[config.mk]
export PLATFORM = sky130hd
export DESIGN_NAME = receiver_flat
export DESIGN_NICKNAME = d
export VERILOG_FILES = /design/src/rtl/rx_pkg.sv /design/src/rtl/rx_if.sv /design/src/rtl/rx_shift_register.sv /design/src/rtl/receiver.sv /design/src/flat_wrapper.sv
export SDC_FILE = /design/constraint.sdc
export NUM_CORES = 1
export LEC_CHECK = 0
export BUFFER_PORTS_ARGS = -buffer_cell sky130_fd_sc_hd__buf_2
export CAP_MARGIN = 20
export CORE_MARGIN = 10
export CORE_UTILIZATION = 50
export DETAILED_ROUTE_END_ITERATION = 12
export PLACE_DENSITY = 0.71
export SETUP_SLACK_MARGIN = 0.1
export SYNTH_ARGS = -nofsm -noshare
export SYNTH_HDL_FRONTEND = slang
export SYNTH_HIERARCHICAL = 1
export SYNTH_SLANG_ARGS = --single-unit
[constraint.sdc]
create_clock -name clk -period 3.6 [get_ports clk]
set_clock_uncertainty 0.15 [all_clocks]
set_input_delay 0.54 -clock clk [delete_from_list [all_inputs] [get_ports clk]]
set_output_delay 0.54 -clock clk [all_outputs]
set_load 0.03 [all_outputs]
[src/rtl/rx_pkg.sv]
// Shared types and constants for the serial frame receiver.
package rx_pkg;

  typedef enum logic [1:0] {IDLE, DATA, PARITY, STOP} rx_state_t;

  localparam int unsigned DATA_BITS = 8;
  localparam logic PARITY_ODD = 1'b1;

  // High when data bits plus parity bit hold the wrong number of ones.
  function automatic logic parity_mismatch(input logic running, input logic par_bit);
    return running ^ par_bit ^ PARITY_ODD;
  endfunction

endpackage

[src/rtl/rx_if.sv]
// Serial-line / parallel-side signal bundle for the receiver.
interface rx_if;
  import rx_pkg::*;

  logic                 parity;
  logic                 data_in;
  logic [DATA_BITS-1:0] data_out;
  logic                 valid;
  logic                 parity_error;
  logic                 frame_error;
  logic                 busy;

  modport master (
    output parity, data_in,
    input  data_out, valid, parity_error, frame_error, busy
  );

  modport slave (
    input  parity, data_in,
    output data_out, valid, parity_error, frame_error, busy
  );
endinterface

[src/rtl/rx_shift_register.sv]
// Serial-in/parallel-out register; new bits enter at the MSB so d0 lands in bit 0.
module rx_shift_register
  import rx_pkg::*;
(
  input  logic                 clk,
  input  logic                 reset,
  input  logic                 shift_en,
  input  logic                 din,
  output logic [DATA_BITS-1:0] q
);

  always_ff @(posedge clk or negedge reset) begin
    if (!reset)
      q <= '0;
    else if (shift_en)
      q <= {din, q[DATA_BITS-1:1]};
  end

endmodule

[src/rtl/receiver.sv]
// Serial frame receiver: start, 8 data bits LSB first, optional odd parity, stop.
// Stop-bit checking is enabled by defining RX_FRAME_CHECK_EN.
module receiver
  import rx_pkg::*;
(
  input  logic clk,
  input  logic reset,
  rx_if.slave  rx
);

  rx_state_t            state_q, state_d;
  logic [2:0]           cnt_q;
  logic                 cnt_end;
  logic                 par_en_q;
  logic                 run_par_q;
  logic                 perr_q;
  logic                 start_det;
  logic                 shift_en;
  logic [DATA_BITS-1:0] shift_q;
  logic [DATA_BITS-1:0] data_q;
  logic                 valid_q;
  logic                 perr_out_q;

  assign cnt_end = (cnt_q == 3'd7);

  always_comb begin
    state_d   = state_q;
    start_det = 1'b0;
    shift_en  = 1'b0;
    case (state_q)
      IDLE: begin
        if (!rx.data_in) begin
          state_d   = DATA;
          start_det = 1'b1;
        end
      end
      DATA: begin
        shift_en = 1'b1;
        if (cnt_end)
          state_d = par_en_q ? PARITY : STOP;
      end
      PARITY:  state_d = STOP;
      STOP:    state_d = IDLE;
      default: state_d = IDLE;
    endcase
  end

  always_ff @(posedge clk or negedge reset) begin
    if (!reset)
      state_q <= IDLE;
    else
      state_q <= state_d;
  end

  always_ff @(posedge clk or negedge reset) begin
    if (!reset) begin
      cnt_q     <= '0;
      par_en_q  <= 1'b0;
      run_par_q <= 1'b0;
      perr_q    <= 1'b0;
    end else begin
      if (start_det) begin
        par_en_q  <= rx.parity;
        cnt_q     <= '0;
        run_par_q <= 1'b0;
      end else if (shift_en) begin
        cnt_q     <= cnt_q + 3'd1;
        run_par_q <= run_par_q ^ rx.data_in;
      end
      if (state_q == PARITY)
        perr_q <= parity_mismatch(run_par_q, rx.data_in);
    end
  end

  rx_shift_register u_shift (
    .clk      (clk),
    .reset    (reset),
    .shift_en (shift_en),
    .din      (rx.data_in),
    .q        (shift_q)
  );

  // Parallel outputs update only at the stop-bit edge; valid is the registered STOP marker.
  always_ff @(posedge clk or negedge reset) begin
    if (!reset) begin
      data_q     <= '0;
      valid_q    <= 1'b0;
      perr_out_q <= 1'b0;
    end else begin
      valid_q <= (state_q == STOP);
      if (state_q == STOP) begin
        data_q     <= shift_q;
        perr_out_q <= par_en_q & perr_q;
      end
    end
  end

`ifdef RX_FRAME_CHECK_EN
  logic ferr_q;

  always_ff @(posedge clk or negedge reset) begin
    if (!reset)
      ferr_q <= 1'b0;
    else if (state_q == STOP)
      ferr_q <= ~rx.data_in;
  end

  assign rx.frame_error = ferr_q;
`else
  assign rx.frame_error = 1'b0;
`endif

  assign rx.data_out     = data_q;
  assign rx.valid        = valid_q;
  assign rx.parity_error = perr_out_q;
  assign rx.busy         = (state_q != IDLE);

endmodule

[src/flat_wrapper.sv]
// flat-port wrapper written by rule: the top's interface ports become plain ports
module receiver_flat import rx_pkg::*;
  (clk, reset, rx_parity, rx_data_in, rx_data_out, rx_valid, rx_parity_error, rx_frame_error, rx_busy);
  rx_if rx_i ();
  input  logic clk;
  input  logic reset;
  input wire logic [$bits(rx_i.parity)-1:0] rx_parity;
  input wire logic [$bits(rx_i.data_in)-1:0] rx_data_in;
  output wire logic [$bits(rx_i.data_out)-1:0] rx_data_out;
  output wire logic [$bits(rx_i.valid)-1:0] rx_valid;
  output wire logic [$bits(rx_i.parity_error)-1:0] rx_parity_error;
  output wire logic [$bits(rx_i.frame_error)-1:0] rx_frame_error;
  output wire logic [$bits(rx_i.busy)-1:0] rx_busy;
  assign rx_i.parity = rx_parity;
  assign rx_i.data_in = rx_data_in;
  assign rx_data_out = rx_i.data_out;
  assign rx_valid = rx_i.valid;
  assign rx_parity_error = rx_i.parity_error;
  assign rx_frame_error = rx_i.frame_error;
  assign rx_busy = rx_i.busy;
  receiver u_core (.clk(clk), .reset(reset), .rx(rx_i));
endmodule
==> impl_metrics.yaml, run 1 <==
critical_path:
  worstSetupPathType: "flip-flop to primary output"
  ff2ff_path_depth: 4
  arrival_ps: 1370
  crit_end: "rx_busy"
  ff2ff_setup_slack_ps: 1610
  startpoint: "u_core/state_q[1]$_DFFE_PN0P_"
  reg2reg_from: "u_core/state_q[1]$_DFFE_PN0P_"
  critPathMaxFanout: 5
  critPathCaptureType: "primary output"
  cp.required_ps: 2910
  reg2reg_to: "u_core/state_q[1]$_DFFE_PN0P_"
  critPathLaunchType: "flip-flop"
cts:
  cts_hold_buf: 0
  cts_buffers: 3
  cts_tree: "done"
  clock_path_buffers: 2
  htree_levels: 1
  post_cts_buffers: 0
  clockRootBuffer: "clkbuf_4"
  clock_sinks: 26
  cts.clk_slew.worst_paths_ps: 130
  cts_resized: 0
  worstSkewPairLatency_ps: 310
global_routing:
  grt_usage: 0.0844
  antenna_found_initial: 0
  grt_max_degree: 27
  grt_overflow: 0
  grt_pass1_wl_mm: 3.00
  grt_pass1_vias: 652
routing:
  drc: 0
  via_per_inst: 5.13
  drt_first_pass_iters: 4
  drtIter0Drc: 12
  wl_per_cell_um: 14.5
  via_count: 626
  wirelength_mm: 1.77
  ant_nets: 0
pwr:
  sequentialPowerShare: 0.411
  cellLeakagePower_nw: 0.619
  vdd_drop_max_mv: 0.440
  clkPwrFrac: 0.089
  pwr-share-comb: 0.499
  p_sw_mw: 0.509
  p_int_mw: 0.795
  pwr_density_cell_mw_per_mm2: 1030
  switching_share: 0.390
  fin_total_pwr_mw: 1.30
synthesis:
  synthTopCellsByCount: "26 x dfrtp_1, 10 x mux2_1, 9 x mux2_4, 7 x ha_1, 5 x nor2_1"
  synth_most_common_cell: "dfrtp_1"
  synth.top_cell.area_share: 0.554
  synth_cells: 81
  synth_top_area_cell: "dfrtp_1"
  synth-async-reset-ratio: 1.00
  synth_edf_count: 0
  synthTopCellsByArea: "dfrtp_1 55%, mux2_4 12%, mux2_1 9.6%"
  ys.flop_type: "dfrtp_1"
  synth_seq_area_share: 0.554
  yosys.cell_types.count: 24
  syn_nets: 92
  ys_seq_elements: 26
  yosys_warnings: 6
  syn-cell-area_mm2: 0.00117
  synth.avg_cell_area_um2: 14.5
placement:
  gp_congestion: 0.739
  hpwlAfterDp_mm: 1.29
  io_buffers: 14
timing:
  hold_viol: 0
  min_period_ps: 2060
  grt_setup_unrepaired: "no"
  hold_slack_ps: 48.3
  maxSlewHeadroom: 0.450
  fmax_ghz: 0.484
  final_max_slew_viol_count: 0
  setup_viol: 0
  fin_setup_tns_ps: 0
  period_share: 0.573
  worst_pin_slew_ps: 824
floorplan:
  io_pins: 16
  die_h_um: 68.5
  die_x_um: 68.5
  start_util: 0.526
  num_rows: 17
  design.core.area_mm2: 0.00223
  die-area_mm2: 0.00469
outcome:
  run_status: "finished clean"
layout:
  syn2layout_area_growth_pct: 7.88
  antenna_cells: 0
  drive_gt1_frac: 0.319
  nets: 107
  nFillCells: 203
  final_core_util: 0.568
hold_path:
  holdCritPathClass: "primary input to asynchronous set/reset pin"
run:
  maxCapViolations: 0
==> final cells by class <==
| type | count | area (µm²) | area share |
|---|---|---|---|
| repair buffers | 14 | 70.1 | 0.0553 |
| multi-input cells | 46 | 470 | 0.371 |
| clock buffers | 3 | 22.5 | 0.0178 |
| well taps | 28 | 35.0 | 0.0276 |
| inverters | 5 | 18.8 | 0.0148 |
| flip-flops and latches | 26 | 651 | 0.513 |
==> worst min-delay path by stage <==
stage	end	slack [ps]	startpoint
6_report	u_core/rx.data_out[7]$_DFFE_PN0P_	50	reset
5_1_grt	u_core/par_en_q$_DFFE_PN0P_	80	reset
4_1_cts	u_core/rx.data_out[7]$_DFFE_PN0P_	70	reset
3_5_place_dp	u_core/rx.data_out[4]$_DFFE_PN0P_	320	u_core/rx.data_out[4]$_DFFE_PN0P_
3_3_place_gp	u_core/rx.data_out[7]$_DFFE_PN0P_	310	u_core/rx.data_out[7]$_DFFE_PN0P_
2_1_floorplan	u_core/cnt_q[0]$_DFFE_PN0P_	90	reset
==> layout by cell type, fill, tap and decap left out <==
master and count:
a221oi_1 1, a22o_1 1, a22oi_2 1, a2bb2oi_1 1, buf_2 14, clkbuf_4 3
clkinv_1 1, conb_1 1, dfrtp_1 26, ha_1 7, inv_1 2, inv_2 2
mux2_1 10, mux2_4 9, mux2i_1 2, nand3_1 1, nor2_1 5, nor2_2 1
nor2b_1 1, nor3_1 1, o21ai_1 1, xnor2_1 2, xor2_1 1
==> through the flow <==
stage	cells	setup slack, ps	area, µm²
5_1_grt	122	1470	1270
2_1_floorplan	81	2030	1170
6_report	122	1540	1270
3_5_place_dp	119	1600	1240
3_3_place_gp	119	1660	1240
4_1_cts	122	1520	1270
==> worst max-delay path: stages (launching register included) <==
cell and delay (ps):
dfrtp_1 440, inv_1 100, ha_1 260, inv_2 90, buf_2 190
==> per-layer routing <==
layer,share of wire,wire (µm),global-route usage
met4,0.0079,14,0.0477
met5,0,0,0
met2,0.47,826,0.130
met3,0.076,135,0.0245
met1,0.45,794,0.103
==> power by group through the flow <==
stage / clock [mW] / combinational (mW) / sequential [mW]
6_report: 0.117 / 0.651 / 0.536
3_5_place_dp: 0 / 0.660 / 0.547
5_1_grt: 0.136 / 0.709 / 0.556
4_1_cts: 0.124 / 0.664 / 0.539
3_3_place_gp: 0 / 0.646 / 0.538
2_1_floorplan: 0 / 0.445 / 0.631
==> logic make-up (layout without fill, tap and decap cells) <==
kind of cell / after synthesis / count (layout) / share of synthesized area
buf+inv: 9 / 22 / 0.0458
mux: 21 / 21 / 0.228
simple gates: 9 / 9 / 0.0351
compound gates: 5 / 5 / 0.0373
xor+xnor: 3 / 3 / 0.0224
other cells: 1 / 1 / 0.00319
fa+ha+maj: 7 / 7 / 0.0745
flops: 26 / 26 / 0.554
==> state kept, by name, summed over array words and instances (netlist names) <==
| register | count |
|---|---|
| u_core/rx.data_out | 8 |
| u_core/perr_q | 1 |
| u_core/par_en_q | 1 |
| u_core/rx.parity_error | 1 |
| u_core/state_q | 2 |
| u_core/run_par_q | 1 |
| u_core/cnt_q | 3 |
| u_core/rx.valid | 1 |
| u_core/u_shift/q | 8 |
No activity file was read; power rests on OpenSTA's default activity.
==> run 2: changes to the inputs <==
--- a/config.mk
+++ b/config.mk
@@ -8,9 +8,9 @@
 export BUFFER_PORTS_ARGS = -buffer_cell sky130_fd_sc_hd__buf_2
 export CAP_MARGIN = 20
 export CORE_MARGIN = 10
-export CORE_UTILIZATION = 50
+export CORE_UTILIZATION = 49
 export DETAILED_ROUTE_END_ITERATION = 12
-export PLACE_DENSITY = 0.71
+export PLACE_DENSITY = 0.72
 export SETUP_SLACK_MARGIN = 0.1
 export SYNTH_ARGS = -nofsm -noshare
 export SYNTH_HDL_FRONTEND = slang
==> constraint.sdc (replaced) <==
create_clock -name clk -period 1.8 [get_ports clk]
set_clock_uncertainty 0.15 [all_clocks]
set_input_delay 0.27 -clock clk [delete_from_list [all_inputs] [get_ports clk]]
set_output_delay 0.27 -clock clk [all_outputs]
set_load 0.03 [all_outputs]
==> run 2 against run 1 <==
Effect of this change: design area increased by 6.7%; sequential share of layout area decreased by 3.2 points; power increased by 120%; flip-flop and latch count unchanged; utilization increased by 3.2 points; cell count increased by 4.9%; critical endpoint unchanged.
==> impl_metrics.yaml, run 2 (synthesis results as in run 1) <==
outcome:
  run_status: "finished clean"
layout:
  regArea_um2: 651
  final_cell_mix: "26 x dfrtp_1, 14 x buf_2, 10 x mux2_1"
  multiInputGateArea_um2: 485
  nets: 112
  drive_gt1_frac: 0.380
  nFillCells: 192
  syn2layout_area_growth_pct: 15.1
  mostFrequentLayoutCell: "dfrtp_1"
  antenna_cells: 0
timing:
  hold_slack_ps: 17.7
  fin_setup_tns_ps: 0
  grt_setup_unrepaired: "yes"
  worst_pin_slew_ps: 550
  maxSlewHeadroom: 0.634
  final_max_slew_viol_count: 0
  hold_viol: 0
  setup_viol: 0
  period_share: 0.911
  min_period_ps: 1640
  fmax_ghz: 0.610
critical_path:
  critPathCaptureType: "primary output"
  critPathMaxFanout: 4
  reg2reg_to: "u_core/state_q[1]$_DFFE_PN0P_"
  critPathLaunchType: "flip-flop"
  ff2ff_path_depth: 4
  ff2ff_setup_slack_ps: 170
  crit_top_cell: "inv_2"
  arrival_ps: 1220
  crit_slowest_cell: "dfrtp_1"
  worstSetupPathType: "flip-flop to primary output"
  critPathMaxStageDelay_ps: 420
  reg2reg_from: "u_core/state_q[0]$_DFFE_PN0P_"
  startpoint: "u_core/state_q[0]$_DFFE_PN0P_"
  critical_path.cell_chain: "inv_2 > ha_4 > inv_2 > buf_2"
  cp_top_family: "flip-flops"
  cp.required_ps: 1380
  cp_num_buf_inv: 3
global_routing:
  grt_max_degree: 27
  antenna_found_initial: 0
  grt_pass1_vias: 762
  grt_overflow: 0
  grt_usage: 0.0960
  grt_pass1_wl_mm: 3.46
floorplan:
  start_util: 0.521
  die_h_um: 69.0
  design.core.area_mm2: 0.00225
  die-area_mm2: 0.00476
  num_rows: 17
  io_pins: 16
  die_x_um: 69.0
hold_path:
  hold_depth: 2
  min_from: "rx_parity"
  hold_end: "u_core/par_en_q$_DFFE_PN0P_"
  holdCritPathClass: "primary input to flip-flop"
cts:
  cts.clk_slew.worst_paths_ps: 130
  clock_path_buffers: 2
  cts_buffers: 3
  htree_levels: 1
  clock_sinks: 26
  worstSkewPairLatency_ps: 320
  clockRootBuffer: "clkbuf_4"
  cts_tree: "done"
placement:
  gp_congestion: 0.693
  io_buffers: 14
  hpwlAfterDp_mm: 1.35
routing:
  drc: 0
  drt_first_pass_iters: 3
  wirelength_mm: 1.93
  via_per_inst: 5.07
  wl_per_cell_um: 15.1
  via_count: 649
  drtIter0Drc: 25
  ant_nets: 0
pwr:
  p_sw_mw: 1.08
  pwr_density_cell_mw_per_mm2: 2140
  p_int_mw: 1.81
  cellLeakagePower_nw: 0.655
  clkPwrFrac: 0.135
  sequentialPowerShare: 0.366
  fin_total_pwr_mw: 2.89
  switching_share: 0.374
  vdd_drop_max_mv: 1.13
  pwr-share-comb: 0.499
run:
  maxCapViolations: 0
==> run 2: layout make-up <==
class / count / share of cell area
sequential: 26 / 0.481
multi-input combinational: 46 / 0.359
timing repair buffer: 19 / 0.0814
tap: 28 / 0.0259
clock inverter: 1 / 0.0222
clock buffer: 3 / 0.0167
inverter: 5 / 0.0139
==> run 2: power groups by stage <==
stage               Clock, mW  Combinational, mW  Sequential (mW)
finish                  0.392               1.44             1.06
global route            0.426               1.59             1.11
CTS                     0.408               1.46             1.06
detailed placement          0               1.37             1.08
global placement            0               1.33             1.07
floorplan                   0              0.891             1.26
==> run 2: per-layer routing <==
layer  GRT usage  vias to the layer above  wire length, µm
met3      0.0274                        2              134
met5           0                        -                0
met1       0.109                      324              837
met4      0.0443                        0               16
li1            -                      312                -
met2       0.163                       11              940
==> run 2: worst register-to-register path, stage by stage, from the launching register on <==
cell and delay, ps:
dfrtp_1 420, buf_4 160, ha_1 260, a22oi_2 200, mux2_1 340
==> run 2: worst max path at each step <==
stage	end	slack, ps	cells after the start
floorplan	u_core/par_en_q$_DFFE_PN0P_	230	5
global placement	u_core/state_q[1]$_DFFE_PN0P_	270	4
detailed placement	u_core/par_en_q$_DFFE_PN0P_	190	5
CTS	rx_busy	120	4
global route	u_core/state_q[0]$_DFFE_PN0P_	80	4
finish	rx_busy	160	4
==> run 2: timing repair <==
action,4_1_cts,5_1_grt
pin swaps,0,0
buffers inserted,2,0
hold buffers,1,0
setup endpoints to repair,1,9
resized for setup,2,2
endpoints found under the hold margin,26,0
==> run 2: per-stage QoR <==
step / utilization / std cells / area (µm²) / setup WS [ps]
floorplan: - / 81 / 1170 / 231
global placement: 0.559 / 121 / 1260 / 265
CTS: 0.599 / 128 / 1350 / 123
global route: 0.600 / 128 / 1350 / 82.1
finish: 0.600 / 128 / 1350 / 160
detailed placement: 0.559 / 121 / 1260 / 188
==> run 3: changes to the inputs <==
==> constraint.sdc (replaced) <==
create_clock -name clk -period 1.31 [get_ports clk]
set_clock_uncertainty 0.15 [all_clocks]
set_input_delay 0.1965 -clock clk [delete_from_list [all_inputs] [get_ports clk]]
set_output_delay 0.1965 -clock clk [all_outputs]
set_load 0.03 [all_outputs]
==> run 3 against run 2 <==
Effect of this change: the run now ends with negative setup slack left; non-clock buffer count up 17; via count up 9.9%; design area up 23%; sequential share of layout area down 9.0 points; hold slack better by 91 ps; global-route usage up 0.81 points; first-iteration DRC count rose to 2.6 times the previous value; critical path type is now flip-flop to flip-flop; critical endpoint is now u_core/state_q[1]$_DFFE_PN0P_.
==> impl_metrics.yaml, run 3 (synthesis results as in run 1) <==
timing:
  fin_ws_ps: -237
  grt_setup_unrepaired: "yes"
  setup_viol: 26
  min_period_ps: 1550
  hold_slack_ps: 108
  maxSlewHeadroom: 0.624
  hold_viol: 0
  fin_setup_tns_ps: -4240
  period_share: 1.18
  final_max_slew_viol_count: 0
  fmax_ghz: 0.647
  worst_pin_slew_ps: 565
critical_path:
  ff2ff_setup_slack_ps: -240
  worstSetupPathType: "flip-flop to flip-flop"
  reg2reg_from: "u_core/state_q[0]$_DFFE_PN0P_"
  arrival_ps: 1610
  critPathLaunchType: "flip-flop"
  cp.required_ps: 1380
  critPathMaxFanout: 7
  crit_end: "u_core/state_q[1]$_DFFE_PN0P_"
  reg2reg_to: "u_core/state_q[1]$_DFFE_PN0P_"
  critPathCaptureType: "flip-flop"
  ff2ff_path_depth: 4
  startpoint: "u_core/state_q[0]$_DFFE_PN0P_"
floorplan:
  io_pins: 16
  design.core.area_mm2: 0.00225
  start_util: 0.521
  die_x_um: 69.0
  die_h_um: 69.0
  num_rows: 17
  die-area_mm2: 0.00476
layout:
  drive_gt1_frac: 0.556
  final_cell_mix: "25 x dfrtp_1, 17 x buf_6, 13 x mux2_4"
  mostFrequentLayoutCell: "dfrtp_1"
  multiInputGateArea_um2: 549
  regArea_um2: 652
  syn2layout_area_growth_pct: 42.0
  nFillCells: 141
  antenna_cells: 0
  nets: 129
global_routing:
  grt_overflow: 0
  grt_pass1_vias: 764
  grt_max_degree: 27
  antenna_found_initial: 0
  grt_pass1_wl_mm: 3.66
  grt_usage: 0.104
placement:
  io_buffers: 14
  hpwlAfterDp_mm: 1.44
  gp_congestion: 0.791
cts:
  clockRootBuffer: "clkbuf_4"
  htree_levels: 1
  clock_path_buffers: 2
  cts.clk_slew.worst_paths_ps: 130
  cts_tree: "done"
  worstSkewPairLatency_ps: 310
  clock_sinks: 26
  cts_buffers: 3
pwr:
  vdd_drop_max_mv: 1.78
  fin_total_pwr_mw: 5.01
  pwr_density_cell_mw_per_mm2: 3000
  cellLeakagePower_nw: 0.795
hold_path:
  holdCritPathClass: "primary input to flip-flop"
  hold_depth: 2
routing:
  wirelength_mm: 2.19
  drtIter0Drc: 65
  via_per_inst: 4.92
  ant_nets: 0
  wl_per_cell_um: 15.1
  via_count: 713
  drc: 0
  drt_first_pass_iters: 2
outcome:
  run_status: "finished, violations left"
  violations: "negative setup slack"
run:
  maxCapViolations: 0
-- run 3: area by class of cell --
class / count / area share
inverter: 5 / 0.0135
timing repair buffer: 36 / 0.214
clock inverter: 1 / 0.0180
clock buffer: 3 / 0.0135
sequential: 26 / 0.391
tap: 28 / 0.0210
multi-input combinational: 46 / 0.329
-- run 3: metal layers --
layer | vias up | track usage | part of all wire
met1 | 352 | 0.106 | 0.41
met3 | 2 | 0.0370 | 0.052
met4 | 0 | 0.0369 | 0.0073
met2 | 13 | 0.191 | 0.53
li1 | 346 | - | -
met5 | - | 0 | 0
-- run 3: worst max-delay path: stages (launching register included) --
cell and delay, ps:
dfrtp_2 460, buf_12 130, ha_4 200, a22oi_2 180, mux2_4 320
-- run 3: metrics by stage --
stage / area (µm²) / instances / setup slack [ps] / utilization
final: 1670 / 145 / -237 / 0.740
after global routing: 1670 / 145 / -283 / 0.740
after CTS: 1630 / 143 / -222 / 0.721
after detailed placement: 1350 / 129 / -244 / 0.597
after global placement: 1350 / 129 / -195 / 0.597
after floorplan: 1190 / 81 / -172 / -
-- run 3: how the worst min path moves through the flow --
stage                           from                         endpoint  slack [ps]
after floorplan                reset      u_core/cnt_q[0]$_DFFE_PN0P_        -250
after global placement         reset  u_core/u_shift/q[4]$_DFFE_PN0P_          70
after detailed placement       reset  u_core/u_shift/q[5]$_DFFE_PN0P_          60
after CTS                 rx_data_in     u_core/run_par_q$_DFFE_PN0P_          90
after global routing      rx_data_in  u_core/u_shift/q[7]$_DFFE_PN0P_         110
final                     rx_data_in     u_core/run_par_q$_DFFE_PN0P_         110
-- run 3: repair_timing --
item,4_1_cts,5_1_grt
hold buffers,2,0
resized for setup,35,7
endpoints found under the hold margin,27,0
pin swaps,4,2
buffers inserted,8,3
setup endpoints to repair,37,37
-- run 3: report_power, final --
| part | switching, mW | internal (mW) |
|---|---|---|
| Sequential | 0.307 | 1.22 |
| Clock | 0.224 | 0.309 |
| Combinational | 1.19 | 1.76 |
